===== config.mk =====
export PLATFORM = sky130hd
export DESIGN_NAME = v2f_load_store_unit
export DESIGN_NICKNAME = d
export VERILOG_FILES = /design/src/rtl/v2f_load_store_unit_pkg.sv /design/src/rtl/v2f_load_store_unit_align.sv /design/src/rtl/v2f_load_store_unit.sv
export SDC_FILE = /design/constraint.sdc
export NUM_CORES = 1
export LEC_CHECK = 0
export ABC_CLOCK_PERIOD_IN_PS = 2750
export CORE_MARGIN = 10
export CORE_UTILIZATION = 50
export DETAILED_ROUTE_END_ITERATION = 7
export DONT_BUFFER_PORTS = 1
export HOLD_SLACK_MARGIN = 0.12
export SYNTH_ARGS = -nofsm -noshare
export SYNTH_HDL_FRONTEND = slang
export SYNTH_SLANG_ARGS = --single-unit

===== constraint.sdc =====
create_clock -name CLK -period 2.75 [get_ports CLK]
set_input_delay 0.275 -clock CLK [delete_from_list [all_inputs] [get_ports CLK]]
set_output_delay 0.275 -clock CLK [all_outputs]
set_load 0.01 [all_outputs]

===== src/rtl/v2f_load_store_unit_pkg.sv =====
// Shared definitions for the v2f load/store unit: data widths matching the RAM,
// request size encodings, FSM states and the request legality check.
package v2f_load_store_unit_pkg;

  localparam int BYTE_WIDTH = 8;
  localparam int WIDTH      = 32;

  localparam logic [1:0] SZ_BYTE = 2'd0;
  localparam logic [1:0] SZ_HALF = 2'd1;
  localparam logic [1:0] SZ_WORD = 2'd2;

  typedef enum logic [2:0] {
    ST_IDLE,
    ST_WRITE,
    ST_READ,
    ST_WAIT,
    ST_RESP
  } lsu_state_e;

  // Illegal size, misalignment for the access size, or a word index past the RAM end.
  function automatic logic req_error(input logic [1:0] size, input logic [31:0] addr,
                                     input int words);
    logic bad;
    bad = 1'b0;
    case (size)
      SZ_BYTE: bad = 1'b0;
      SZ_HALF: bad = addr[0];
      SZ_WORD: bad = |addr[1:0];
      default: bad = 1'b1;
    endcase
    if ({2'b00, addr[31:2]} >= 32'(words)) bad = 1'b1;
    return bad;
  endfunction

endpackage


===== src/rtl/v2f_load_store_unit_align.sv =====
// Byte-lane steering: replicates store data and builds the write mask, and
// extracts plus sign/zero-extends the addressed lane of a loaded word.
module v2f_load_store_unit_align
  import v2f_load_store_unit_pkg::*;
(
  input  logic [1:0]       st_size,
  input  logic [1:0]       st_lane,
  input  logic [WIDTH-1:0] st_wdata,
  output logic [WIDTH-1:0] wr_data,
  output logic [3:0]       byte_sel,
  input  logic [1:0]       ld_size,
  input  logic [1:0]       ld_lane,
  input  logic             ld_unsigned,
  input  logic [WIDTH-1:0] rd_data,
  output logic [WIDTH-1:0] ld_data
);

  logic [BYTE_WIDTH-1:0]   ld_byte;
  logic [2*BYTE_WIDTH-1:0] ld_half;

  always_comb begin
    wr_data  = st_wdata;
    byte_sel = 4'b1111;
    case (st_size)
      SZ_BYTE: begin
        wr_data  = {4{st_wdata[BYTE_WIDTH-1:0]}};
        byte_sel = 4'b0001 << st_lane;
      end
      SZ_HALF: begin
        wr_data  = {2{st_wdata[2*BYTE_WIDTH-1:0]}};
        byte_sel = 4'b0011 << st_lane;
      end
      default: ;
    endcase
  end

  always_comb begin
    ld_byte = rd_data[{ld_lane, 3'b000} +: BYTE_WIDTH];
    ld_half = rd_data[{ld_lane[1], 4'b0000} +: 2*BYTE_WIDTH];
    ld_data = rd_data;
    case (ld_size)
      SZ_BYTE: ld_data = ld_unsigned ? {{(WIDTH-BYTE_WIDTH){1'b0}}, ld_byte}
                                     : {{(WIDTH-BYTE_WIDTH){ld_byte[BYTE_WIDTH-1]}}, ld_byte};
      SZ_HALF: ld_data = ld_unsigned ? {{(WIDTH-2*BYTE_WIDTH){1'b0}}, ld_half}
                                     : {{(WIDTH-2*BYTE_WIDTH){ld_half[2*BYTE_WIDTH-1]}}, ld_half};
      default: ;
    endcase
  end

endmodule


===== src/rtl/v2f_load_store_unit.sv =====
// CPU-side load/store initiator for the v2f programmable RAM. Every output is
// registered; the next value of each is computed in the combinational FSM process.
module v2f_load_store_unit
  import v2f_load_store_unit_pkg::*;
#(
  parameter int ABITS = 2,
  parameter int SIZE  = 4
) (
  input  logic             CLK,
  input  logic             SRST,
  input  logic             REQ_VALID,
  output logic             REQ_READY,
  input  logic             REQ_WE,
  input  logic [1:0]       REQ_SIZE,
  input  logic             REQ_UNSIGNED,
  input  logic [31:0]      REQ_ADDR,
  input  logic [31:0]      REQ_WDATA,
  output logic             RSP_VALID,
  input  logic             RSP_READY,
  output logic [31:0]      RSP_RDATA,
  output logic             RSP_ERR,
  output logic             RD_EN,
  output logic [ABITS-1:0] RD_ADDR,
  input  logic [31:0]      RD_DATA,
  output logic             WR_EN,
  output logic [ABITS-1:0] WR_ADDR,
  output logic [31:0]      WR_DATA,
  output logic [3:0]       BYTE_SELECT
);

  lsu_state_e       state, state_d;
  logic [1:0]       size_q, size_d;
  logic [1:0]       lane_q, lane_d;
  logic             uns_q, uns_d;
  logic             req_ready_d, rsp_valid_d, rsp_err_d, rd_en_d, wr_en_d;
  logic [31:0]      rsp_rdata_d, wr_data_d;
  logic [ABITS-1:0] rd_addr_d, wr_addr_d;
  logic [3:0]       byte_sel_d;
  logic [31:0]      st_wr_data, ld_data;
  logic [3:0]       st_byte_sel;

  v2f_load_store_unit_align u_align (
    .st_size    (REQ_SIZE),
    .st_lane    (REQ_ADDR[1:0]),
    .st_wdata   (REQ_WDATA),
    .wr_data    (st_wr_data),
    .byte_sel   (st_byte_sel),
    .ld_size    (size_q),
    .ld_lane    (lane_q),
    .ld_unsigned(uns_q),
    .rd_data    (RD_DATA),
    .ld_data    (ld_data)
  );

  always_ff @(posedge CLK) begin
    if (SRST) begin
      state       <= ST_IDLE;
      size_q      <= '0;
      lane_q      <= '0;
      uns_q       <= 1'b0;
      REQ_READY   <= 1'b0;
      RSP_VALID   <= 1'b0;
      RSP_ERR     <= 1'b0;
      RSP_RDATA   <= '0;
      RD_EN       <= 1'b0;
      RD_ADDR     <= '0;
      WR_EN       <= 1'b0;
      WR_ADDR     <= '0;
      WR_DATA     <= '0;
      BYTE_SELECT <= '0;
    end else begin
      state       <= state_d;
      size_q      <= size_d;
      lane_q      <= lane_d;
      uns_q       <= uns_d;
      REQ_READY   <= req_ready_d;
      RSP_VALID   <= rsp_valid_d;
      RSP_ERR     <= rsp_err_d;
      RSP_RDATA   <= rsp_rdata_d;
      RD_EN       <= rd_en_d;
      RD_ADDR     <= rd_addr_d;
      WR_EN       <= wr_en_d;
      WR_ADDR     <= wr_addr_d;
      WR_DATA     <= wr_data_d;
      BYTE_SELECT <= byte_sel_d;
    end
  end

  // Strobes and their address/data default to zero so each is a single-cycle pulse.
  always_comb begin
    state_d     = state;
    size_d      = size_q;
    lane_d      = lane_q;
    uns_d       = uns_q;
    req_ready_d = 1'b0;
    rsp_valid_d = RSP_VALID;
    rsp_err_d   = RSP_ERR;
    rsp_rdata_d = RSP_RDATA;
    rd_en_d     = 1'b0;
    rd_addr_d   = '0;
    wr_en_d     = 1'b0;
    wr_addr_d   = '0;
    wr_data_d   = '0;
    byte_sel_d  = '0;
    case (state)
      ST_IDLE: begin
        req_ready_d = 1'b1;
        if (REQ_VALID && REQ_READY) begin
          req_ready_d = 1'b0;
          size_d      = REQ_SIZE;
          lane_d      = REQ_ADDR[1:0];
          uns_d       = REQ_UNSIGNED;
          if (req_error(REQ_SIZE, REQ_ADDR, SIZE)) begin
            state_d     = ST_RESP;
            rsp_valid_d = 1'b1;
            rsp_err_d   = 1'b1;
            rsp_rdata_d = '0;
          end else if (REQ_WE) begin
            state_d    = ST_WRITE;
            wr_en_d    = 1'b1;
            wr_addr_d  = REQ_ADDR[ABITS+1:2];
            wr_data_d  = st_wr_data;
            byte_sel_d = st_byte_sel;
          end else begin
            state_d   = ST_READ;
            rd_en_d   = 1'b1;
            rd_addr_d = REQ_ADDR[ABITS+1:2];
          end
        end
      end
      ST_WRITE: begin
        state_d     = ST_RESP;
        rsp_valid_d = 1'b1;
        rsp_err_d   = 1'b0;
        rsp_rdata_d = '0;
      end
      ST_READ: state_d = ST_WAIT;
      ST_WAIT: begin
        state_d     = ST_RESP;
        rsp_valid_d = 1'b1;
        rsp_err_d   = 1'b0;
        rsp_rdata_d = ld_data;
      end
      ST_RESP: begin
        if (RSP_READY) begin
          state_d     = ST_IDLE;
          req_ready_d = 1'b1;
          rsp_valid_d = 1'b0;
          rsp_err_d   = 1'b0;
          rsp_rdata_d = '0;
        end
      end
      default: state_d = ST_IDLE;
    endcase
  end

endmodule


[After elaboration in Yosys (flattened, before gate mapping)]
Index checks and enable logic that the tools add are counted.
Operators by class
  add/subtract/negate cells: 0
  $mul: 0
  div/mod/pow operators: 0
  magnitude comparators: 1
  equality and inequality tests: 10
  shifts and indexed selects: 4
  mux-type cells: 28
  bitwise gates (word level): 3
  reductions and logical operators: 15
Operators with widths (number)
  $mux W32: 5
  $pmux W32 S2: 2
  $pmux W32 S4: 1
  $shiftx A32 B6 Y16: 1
  $shiftx A32 B6 Y8: 1
  $ge A30 B3 Y1 const B: 1
  $pmux W3 S4: 1
  $mux W1: 10
  $reduce_or A5 Y1: 2
  $mux W3: 3
  $pmux W1 S3: 3
  $pmux W4 S2: 1
  $reduce_and A4 Y1: 2
  $eq A3 B2 Y1 const B: 2
  $ne A2 B2 Y1 const B: 3
  $eq A2 B1 Y1 const B: 2
  $logic_not A2 Y1: 2
  $reduce_and A2 Y1: 2
  $reduce_bool A4 Y1: 1
  $reduce_or A2 Y1: 2
  $reduce_or A4 Y1: 1
  $shl A1 B2 Y4 const A: 1
  $shl A2 B2 Y4 const A: 1
  $eq A3 B1 Y1 const B: 1
  8 further kinds: 10
Word-level totals
  register bits after elaboration: 85
  latch bits: 0
  bits in writable memories: 0
  memory bits (read-only): 0
  input bits: 104
  memories: 0

[Depth between registers and ports, before layout]
Gate-level depths: netlist of run 1.
  depth after elaboration: 8
  gate-level depth with buffers: 7

[Cells and area by module]
A second synthesis of run 1 with hierarchy kept.
Second synthesis, totals
  cells, all modules: 503
  area total of the unflattened synthesis: 4150.2 um^2
By module, submodules not included
  v2f_load_store_unit: times used 1, cells an instance 307, area each 2977.9 um^2, sequential area each 1701.6 um^2
  v2f_load_store_unit_align: times used 1, cells an instance 196, area each 1172.4 um^2, sequential area each 0.0 um^2

[Least setup slack after synthesis of run 1]
OpenSTA, ideal clock, no wires.
  path type: reg-to-reg
  from: reg lane_q[1]
  to: reg RSP_RDATA[16]
  setup time: 115 ps
  data arrival time: 1492 ps
  required time: 2635 ps
  path slack: 1142 ps
  stages on the path, launching flop included: 8
  path through: dfxtp_1 -> buf_2 -> mux2_2 -> a21oi_1 -> nand2_1 -> nand2_2 -> buf_6 -> o2bb2ai_2
Between the ends
  cells in the longest elaborated chain, start to end: 4
  elaborated cells between the ends (all ways): 6
  those cells by class: 2 x shift; 4 x mux
RTL lines
  from (decl): line v2f_load_store_unit.sv:33  | logic [1:0] lane_q, lane_d;
  from (signal assigned): line v2f_load_store_unit.sv:74  | lane_q <= lane_d;
  $shiftx A32 B6 Y16 / $shiftx A32 B6 Y8 (equally long branches): line v2f_load_store_unit_align.sv:39, v2f_load_store_unit_align.sv:38
  $mux W32 (on tied branches): line v2f_load_store_unit_align.sv:44, v2f_load_store_unit_align.sv:42
  $pmux W32 S2 *: line v2f_load_store_unit_align.sv:41  | case (ld_size)
  $pmux W32 S4 *: line v2f_load_store_unit.sv:105  | case (state)
  to (signal assigned): line v2f_load_store_unit.sv:79  | RSP_RDATA <= rsp_rdata_d;
  to (decl): line v2f_load_store_unit.sv:20  | output logic [31:0] RSP_RDATA,
Mark *: on every way between the ends. The rest lies on a longest branch, timed or not.
A chain may end at the register's enable or synchronous reset.

[Worst setup path in the final report of run 1]
  from: reg state[1]
  to: reg WR_DATA[8]
Between the ends
  cells in the longest elaborated chain, start to end: 3
RTL lines
  from (decl): line v2f_load_store_unit.sv:31  | lsu_state_e state, state_d;
  from (signal assigned): line v2f_load_store_unit.sv:72  | state <= state_d;
  $logic_not A3 Y1: line v2f_load_store_unit.sv:105
  $not A1 Y1 (no source line)
  $reduce_or A5 Y1 (no source line)
  to (signal assigned): line v2f_load_store_unit.sv:84  | WR_DATA <= wr_data_d;
  to (decl): line v2f_load_store_unit.sv:27  | output logic [31:0] WR_DATA,
Every way passes these cells.

==> metrics list, run 1 <==
* Number of fillers in the final layout: 653
* Post-layout minimum cycle time: 2.36 ns
- Clock edge transition at the registers on the reported setup and hold paths: 0.09 ns
* Part of the Yosys area used for sequential elements: 44.0%
- Before antenna repair, the detailed router went through 5 iterations.
* Number of remaining DRC errors: 0
- Setup repair after global routing left no endpoint under its margin.
* Distinct cells, synth: 48
- Net total in the final layout: between 500 and 600
- Multiplexer cells account for 7.27% of the synthesized area.
* Standby leakage power: 0.00181 uW
* Worst Setup Path Type: reg -> reg
- Pint: 1760 uW
- STA puts the critical path data required time at 3.06 ns.
- By area the synthesized netlist is led by sky130_fd_sc_hd__dfxtp_1 (44%), sky130_fd_sc_hd__o2bb2ai_2 (12%), sky130_fd_sc_hd__a21oi_1 (7.0%).
- Startpoint Class: register
- Sink Count: 85
- Arithmetic-cell share of the synthesized area counting full adders, half adders and majority gates: 0%
- Antenna violations before repair: 0
- The worst hold path belongs to the class in -> reg.
* Total power: 2410 uW
* Routed via count: 3252
- Detailed Route Iter0 Violations: 221
* CTS tree: yes
- For this design the top-level I/O count stands at 181.
- On the final layout, the worst hold slack is 0.133 ns.
* Share of synthesized flip-flops with an asynchronous set or reset: 0%
- Simple logic cell fraction of the synthesized area: 17.0%
* Gate power share: 11.9%
- The cell area that synthesis handed to floorplanning was approximately 3900 um^2.
* DIE HEIGHT: 108 um
* Total of hold buffers inserted after clock tree synthesis: 65
* Skew final: 0.0112 ns
* Synth top cells by count: sky130_fd_sc_hd__dfxtp_1 (85), sky130_fd_sc_hd__a21oi_1 (54), sky130_fd_sc_hd__nor2_1 (37), sky130_fd_sc_hd__o2bb2ai_2 (30), sky130_fd_sc_hd__nand2_1 (26)
- In this run the worst path has a maximum fanout of 19.
* Transition time at the pin with the least slew margin: between 1 and 1.5 ns
- The number of antenna diodes in the final layout is 0.
* HPWL reported at the end of detailed placement: 8.47 mm
- Outcome: finished clean
* Sum of overflow across all layers after global routing: 0
* Count of input and output buffers: 0
* Layout cells sized above 1: about 18%
* Reg-to-reg critical path startpoint: state[1]$_SDFFE_PP0P_
- After clock tree synthesis, the setup repair step added 0 buffers.
- Max VDD drop: about 0.27 mV
* Clock network fraction of total power: 36.2%
- First-pass GRT wire length: 18.9 mm
- During synthesis, Yosys emitted a total of 0 warnings.
* Fraction of power consumed by sequential logic: 51.9%
- The path with the worst hold slack has its endpoint at BYTE_SELECT[0]$_SDFF_PP0_.
* Fmax: roughly 420 MHz
* Number of instances in the synthesized netlist: 398
* Overall routing resource usage: 20.4%
- Library cell with the largest summed area after synthesis: sky130_fd_sc_hd__dfxtp_1
* Critical path arrival: 2.66 ns
- Post-route setup slack: between 0.3 and 0.4 ns
- Setup violations remaining at the end of the flow were counted as 0.
* Number of synthesized flops with an enable pin: 0
- Setup WS pre-CTS: 0.669 ns
- At the end of routability-driven placement, the weighted congestion stood at 0.838.
* Beginning of the worst hold path: REQ_ADDR[1]
- The final max-slew violation count was 0.
- The floorplan step defined a core boundary enclosing 7610 um^2.
- Worst skew pair latency: about 0.36 ns
- By area, the combinational part of the netlist is dominated by compound AO/OA/AOI/OAI gates.
* Number of global-route vias before repair: 3304
* Cell chosen for the clock root: sky130_fd_sc_hd__clkbuf_8
- Yosys instantiated no cell more often than sky130_fd_sc_hd__dfxtp_1.
- Number of gates resized after cts: 0
- Among all flip-flop cells after synthesis, the most frequent one is sky130_fd_sc_hd__dfxtp_1.
* Final worst-path cycle share: 85.7%
- Fraction of synthesized cell area in xor and xnor cells: 0%
* Die width: between 100 and 150 um
- Fraction of post-synthesis cell area in the top cell type by area: 44.0%
- Worst r2r path cells: 6
- Across the run, the number of max-cap violations was 0.
* Synthesized net count: 502
* Worst slew margin relative to its limit: 18.7%
- Maximum number of pins on one net before global-route repair: 33
* Switch Pwr: 653 uW
- DIE AREA: 11700 um^2
- Longest Clk Path Bufs: 2
- After detailed routing, the number of vias per cell comes to 5.79.
- In this run, CTS created clock tree buffers numbering 9.
* Reg2Reg Setup Slack: 0.39 ns
- Power spread over the standard cell area amounts to 511 nW/um^2.
- Once the floorplan was initialized, standard cells occupied 50.9% of the core.
- After routing, the total negative slack on setup checks comes to 0 ns.
- Net switching is 27.1% of the power.
* Flops & latches, synth: between 80 and 90
- Critical path endpoint category: register
- The number of failing hold endpoints at the final stage was 0.
- After detailed routing, the total wire length is 12.4 mm.
- Post-detailed-route count of antenna-violating nets: 0
- Cell Rows: 32
- The H-tree was split into 3 levels.
- The synthesized netlist devotes a little over a quarter of its cell area to compound gates.
- Syn-to-layout area delta: 22.2%
- Number of cells on the worst hold path: 3
* Wire length per cell after detailed routing: 22.0 um
- In this run the mean area of a mapped cell was 9.72 um^2.
- Worst reg2reg endpoint: WR_DATA[8]$_SDFF_PP0_
registers in the layout, indices dropped and copies added (netlist names):
| signal | flops |
|---|---|
| lane_q | 2 |
| size_q | 2 |
| RD_EN | 1 |
| BYTE_SELECT | 4 |
| RD_ADDR | 2 |
| state | 3 |
| WR_EN | 1 |
| WR_DATA | 32 |
| WR_ADDR | 2 |
| uns_q | 1 |
| RSP_RDATA | 32 |
| REQ_READY | 1 |
| RSP_VALID | 1 |
| RSP_ERR | 1 |
worst max path at each step:
stage                                start                         end  slack, ns  depth (start not counted)
CTS                  state[1]$_SDFFE_PP0P_      WR_DATA[14]$_SDFF_PP0_       0.41                          6
floorplan           lane_q[1]$_SDFFE_PP0P_  RSP_RDATA[16]$_SDFFE_PP0P_       1.14                          7
global placement               REQ_ADDR[8]   RSP_RDATA[7]$_SDFFE_PP0P_       0.74                          6
finish               state[1]$_SDFFE_PP0P_       WR_DATA[8]$_SDFF_PP0_       0.39                          6
detailed placement            REQ_ADDR[12]   RSP_RDATA[7]$_SDFFE_PP0P_       0.67                          6
global route         state[1]$_SDFFE_PP0P_       WR_DATA[8]$_SDFF_PP0_       0.26                          6
power by group through the flow:
stage	clock network [uW]	registers [uW]	logic, uW
after floorplan	0	1280	184
after global placement	0	1280	188
after detailed placement	0	1280	191
after CTS	885	1250	281
after global routing	944	1260	310
final	874	1250	287
cell families after synthesis:
logic type,count (synthesis)
simple gates,118
mux,27
flops,85
buf+inv,37
compound gates,131
stage by stage:
step | area [um^2] | util, % | cells
final | 4730 | 62.2 | 562
after detailed placement | 3880 | 51.0 | 480
after floorplan | 3870 | - | 398
after CTS | 4720 | 62.0 | 561
after global placement | 3880 | 51.0 | 480
after global routing | 4730 | 62.2 | 562
metal layers:
layer / part of all wire, % / up-vias / track usage [%]
li1: - / 1534 / -
met1: 40 / 1510 / 26.0
met2: 45 / 182 / 30.6
met3: 12 / 26 / 7.73
met4: 2.2 / 0 / 7.92
met5: 0 / - / 0
final cells by class:
| cell class | instances | area [um^2] | share of cell area (%) |
|---|---|---|---|
| Inverter | 12 | 45.0 | 0.953 |
| Timing Repair Buffer | 71 | 698 | 14.8 |
| Multi-Input combinational cell | 276 | 1960 | 41.5 |
| Clock inverter | 5 | 40.0 | 0.847 |
| Sequential cell | 85 | 1700 | 36.0 |
| Clock buffer | 11 | 151 | 3.20 |
| Tap cell | 102 | 128 | 2.70 |
cells in the final DEF (no fill, tap or decap), drive strengths merged, types with 9 or more instances in the layout:
cell,instances
nand2,27
inv,15
a21oi,56
mux2,9
clkbuf,11
and2,13
o2bb2ai,31
nor2,47
dlygate4sd3,66
dfxtp,85
o21ai,25
mux2i,18
critical path, stage by stage (launching register included):
cell	delay, ns
sky130_fd_sc_hd__dfxtp_1	0.41
sky130_fd_sc_hd__nor3_4	0.37
sky130_fd_sc_hd__nand3_4	0.16
sky130_fd_sc_hd__nor2_4	0.20
sky130_fd_sc_hd__nand4_4	0.37
sky130_fd_sc_hd__a21oi_1	0.24
sky130_fd_sc_hd__dlygate4sd3_1	0.56
No activity file was read; power rests on OpenSTA's default activity.
==> run 2: changes to the inputs <==
Settings changed: CORE_UTILIZATION 50 to 45.
==> metrics list, run 2 (same netlist as run 1, synthesis figures left out) <==
- Outcome: finished clean
- The area of the die is 12700 um^2 (+9.0%).
- The area of the multi-input gates came to 1960 um^2 (unchanged).
* Total of hold buffers inserted after clock tree synthesis: 62 (-4.6%)
- The post-detailed-route via-to-cell ratio was 5.63 (-2.8%).
- H-tree depth reported by CTS: 3 (unchanged)
- The cell sitting at the root of the clock tree is a sky130_fd_sc_hd__clkbuf_8.
* Core region area: 8300 um^2 (+9.1%)
* Routed via count: 3167 (-2.6%)
* Setup repair after global routing missed its margin: false
* Fraction of power spent switching nets: 26.7% (-0.33 points)
- The setup TNS after final layout was 0 ns (unchanged).
* Pins Over Slew Limit: 0 (unchanged)
* Worst Setup Path Type: reg -> reg
- The portion of total power attributed to combinational logic is 11.5% (-0.4 points).
* Startpoint Class: register
* Die width: 113 um (+4.4%)
- CTS tree: yes
- The time the final worst path needs with I/O delays and setup is 2.39 ns (+0.0309 ns).
- Critical path arrival: 2.69 ns (+0.03 ns)
* Fmax: 419 MHz (-1.3%)
- The weighted congestion reported at the end of routability-driven placement was 0.842 (+0.45%).
- Storage element area: 1700 um^2 (unchanged)
- The number of port buffers was 0 (unchanged).
* Detailed Route Iter0 Violations: 188 (-15%)
* Total power: 2470 uW (+2.1%)
- Slowest cell on crit path: sky130_fd_sc_hd__dlygate4sd3_1
* Overall routing resource usage: 18.3% (-2.2 points)
* Final worst-path cycle share: 86.8% (+1.1 points)
- The number of standard cells in the final layout excluding fillers is 563 (+0.18%).
- The number of fill cells was 730 (+12%).
* Layout cells sized above 1: 18.2% (+0.34 points)
- The number of cells on the worst hold path is 2 (-1).
- Worst slew margin relative to its limit: 33.4% (+15 points)
- The final core area utilization came to 56.8% (-5.3 points).
- The largest registers in the layout are RSP_RDATA (32), WR_DATA (32), BYTE_SELECT (4).
* Max-cap check violation count: 0 (unchanged)
- The post-CTS resize count was 0 (unchanged).
- The clock slew at the register clock pins of the worst setup and hold paths came to 0.09 ns (about the same).
- The number of global-route vias before repair was 3213 (-2.8%).
- The total congestion overflow after global routing was 0 (unchanged).
- The largest net degree at the start of global routing was 33 (unchanged).
- The clock network latency to the later pin of the worst-skew pair was 0.35 ns (about the same).
- Transition time at the pin with the least slew margin: 0.996 ns (-0.219 ns)
- Most common cell after layout, fill and taps aside: sky130_fd_sc_hd__dfxtp_1
* Worst Hold Class: in -> reg
- Power Dens Cells: 523 nW/um^2 (+2.3%)
- The number of buffers between clock root and the deepest sink is 2 (unchanged).
- The average wire length per cell after detail routing is 21.6 um (-1.9%).
- The total internal power was 1810 uW (+2.5%).
* Max VDD drop: 0.258 mV (-4.0%)
* Standby leakage power: 0.00180 uW (-0.50%)
* Clock network fraction of total power: 37.6% (+1.4 points)
- The power spent charging and discharging nets came to 659 uW (+0.83%).
* Skew final: 0.0142 ns (+0.00294 ns)
- Critical path required time: 3.05 ns (about the same)
- Worst-path fanout max: 19 (unchanged)
- The number of nets in the finished design is 556 (-0.54%).
- Postcts setup bufs: 0 (unchanged)
- Cell Count Post-Placement: 484 (+0.83%)
- IO Pins: 181 (unchanged)
* HPWL reported at the end of detailed placement: 8.54 mm (+0.87%)
- The total number of placement rows is 33 (+3.1%).
* Critical path endpoint category: register
- Detailed-route wire length: 12.2 mm (-1.7%)
- Initial core utilization: 46.6% (-4.2 points)
- Syn-to-layout area delta: 21.9%
* Post-detailed-route count of antenna-violating nets: 0 (unchanged)
- Fraction of power consumed by sequential logic: 50.9% (-1.0 points)
- The worst reg2reg path depth is 6 (unchanged).
- Antenna violations before repair: 1 (+1)
- The remaining design rule violation count was 0 (unchanged).
* Sink Count: 85 (unchanged)
* Longest individual stage delay on the worst path: 0.57 ns (about the same)
* Number of CTS-inserted buffers: 9 (unchanged)
- The number of optimization iterations in the first detailed-route pass came to 4 (-1).
- The die extent in y was 113 um (+4.4%).
- The number of failing hold endpoints at the final stage is 0 (unchanged).
* Final number of setup-violating endpoints: 0 (unchanged)
* First-pass GRT wire length: 18.8 mm (-0.40%)
- In the layout the commonest cells are sky130_fd_sc_hd__dfxtp_1 (85), sky130_fd_sc_hd__dlygate4sd3_1 (62), sky130_fd_sc_hd__a21oi_1 (54).
* Chain of cells forming the critical path: nor3_4, nand3_4, nor2_4, nand4_4, a21oi_1, dlygate4sd3_1
[run 2: area by class of cell]
| type | instances | share of cell area [%] |
|---|---|---|
| multi-input cells | 276 | 41.7 |
| flip-flops and latches | 85 | 36.1 |
| inverters | 12 | 0.955 |
| clock buffers | 9 | 2.63 |
| repair buffers | 68 | 14.1 |
| diodes | 1 | 0.0531 |
| clock inverters | 7 | 1.72 |
| well taps | 105 | 2.79 |
[run 2: power groups by stage]
stage	Clock [uW]	Sequential, uW	Combinational [uW]
floorplan	0	1280	184
CTS	944	1250	280
detailed placement	0	1280	193
global placement	0	1280	190
global route	999	1260	309
finish	926	1260	283
[run 2: per-layer routing]
layer | global-route usage (%) | part of all wire, % | vias up
met5 | 0 | 0 | -
met3 | 7.40 | 9.6 | 14
met2 | 28.9 | 48 | 139
met4 | 5.84 | 1.6 | 0
met1 | 22.1 | 41 | 1484
li1 | - | - | 1530
[run 2: stage by stage]
| step | setup WS (ns) | hold WS, ns | cell area [um^2] |
|---|---|---|---|
| after detailed placement | 0.699 | 0.349 | 3890 |
| after global routing | 0.250 | 0.122 | 4720 |
| after floorplan | 1.14 | 0.397 | 3870 |
| after global placement | 0.729 | 0.348 | 3890 |
| final | 0.362 | 0.134 | 4720 |
| after CTS | 0.384 | 0.122 | 4710 |
[run 2: worst max-delay path, delay by kind of cell (launching register included)]
family | cells | cell delay, ns
AOI/OAI and AO/OA | 1 | 0.25
and+or+nand+nor | 4 | 1.11
DFF | 1 | 0.41
buffers and inverters | 1 | 0.57
[run 2: path summary, 6_finish.rpt]
| check | from | endpoint | slack [ns] |
|---|---|---|---|
| max | state[1]$_SDFFE_PP0P_ | WR_DATA[15]$_SDFF_PP0_ | 0.36 |
| min | RD_DATA[15] | RSP_RDATA[15]$_SDFFE_PP0P_ | 0.13 |
| max reg2reg | state[1]$_SDFFE_PP0P_ | WR_DATA[15]$_SDFF_PP0_ | 0.36 |
| min reg2reg | lane_q[0]$_SDFFE_PP0P_ | lane_q[0]$_SDFFE_PP0P_ | 0.49 |
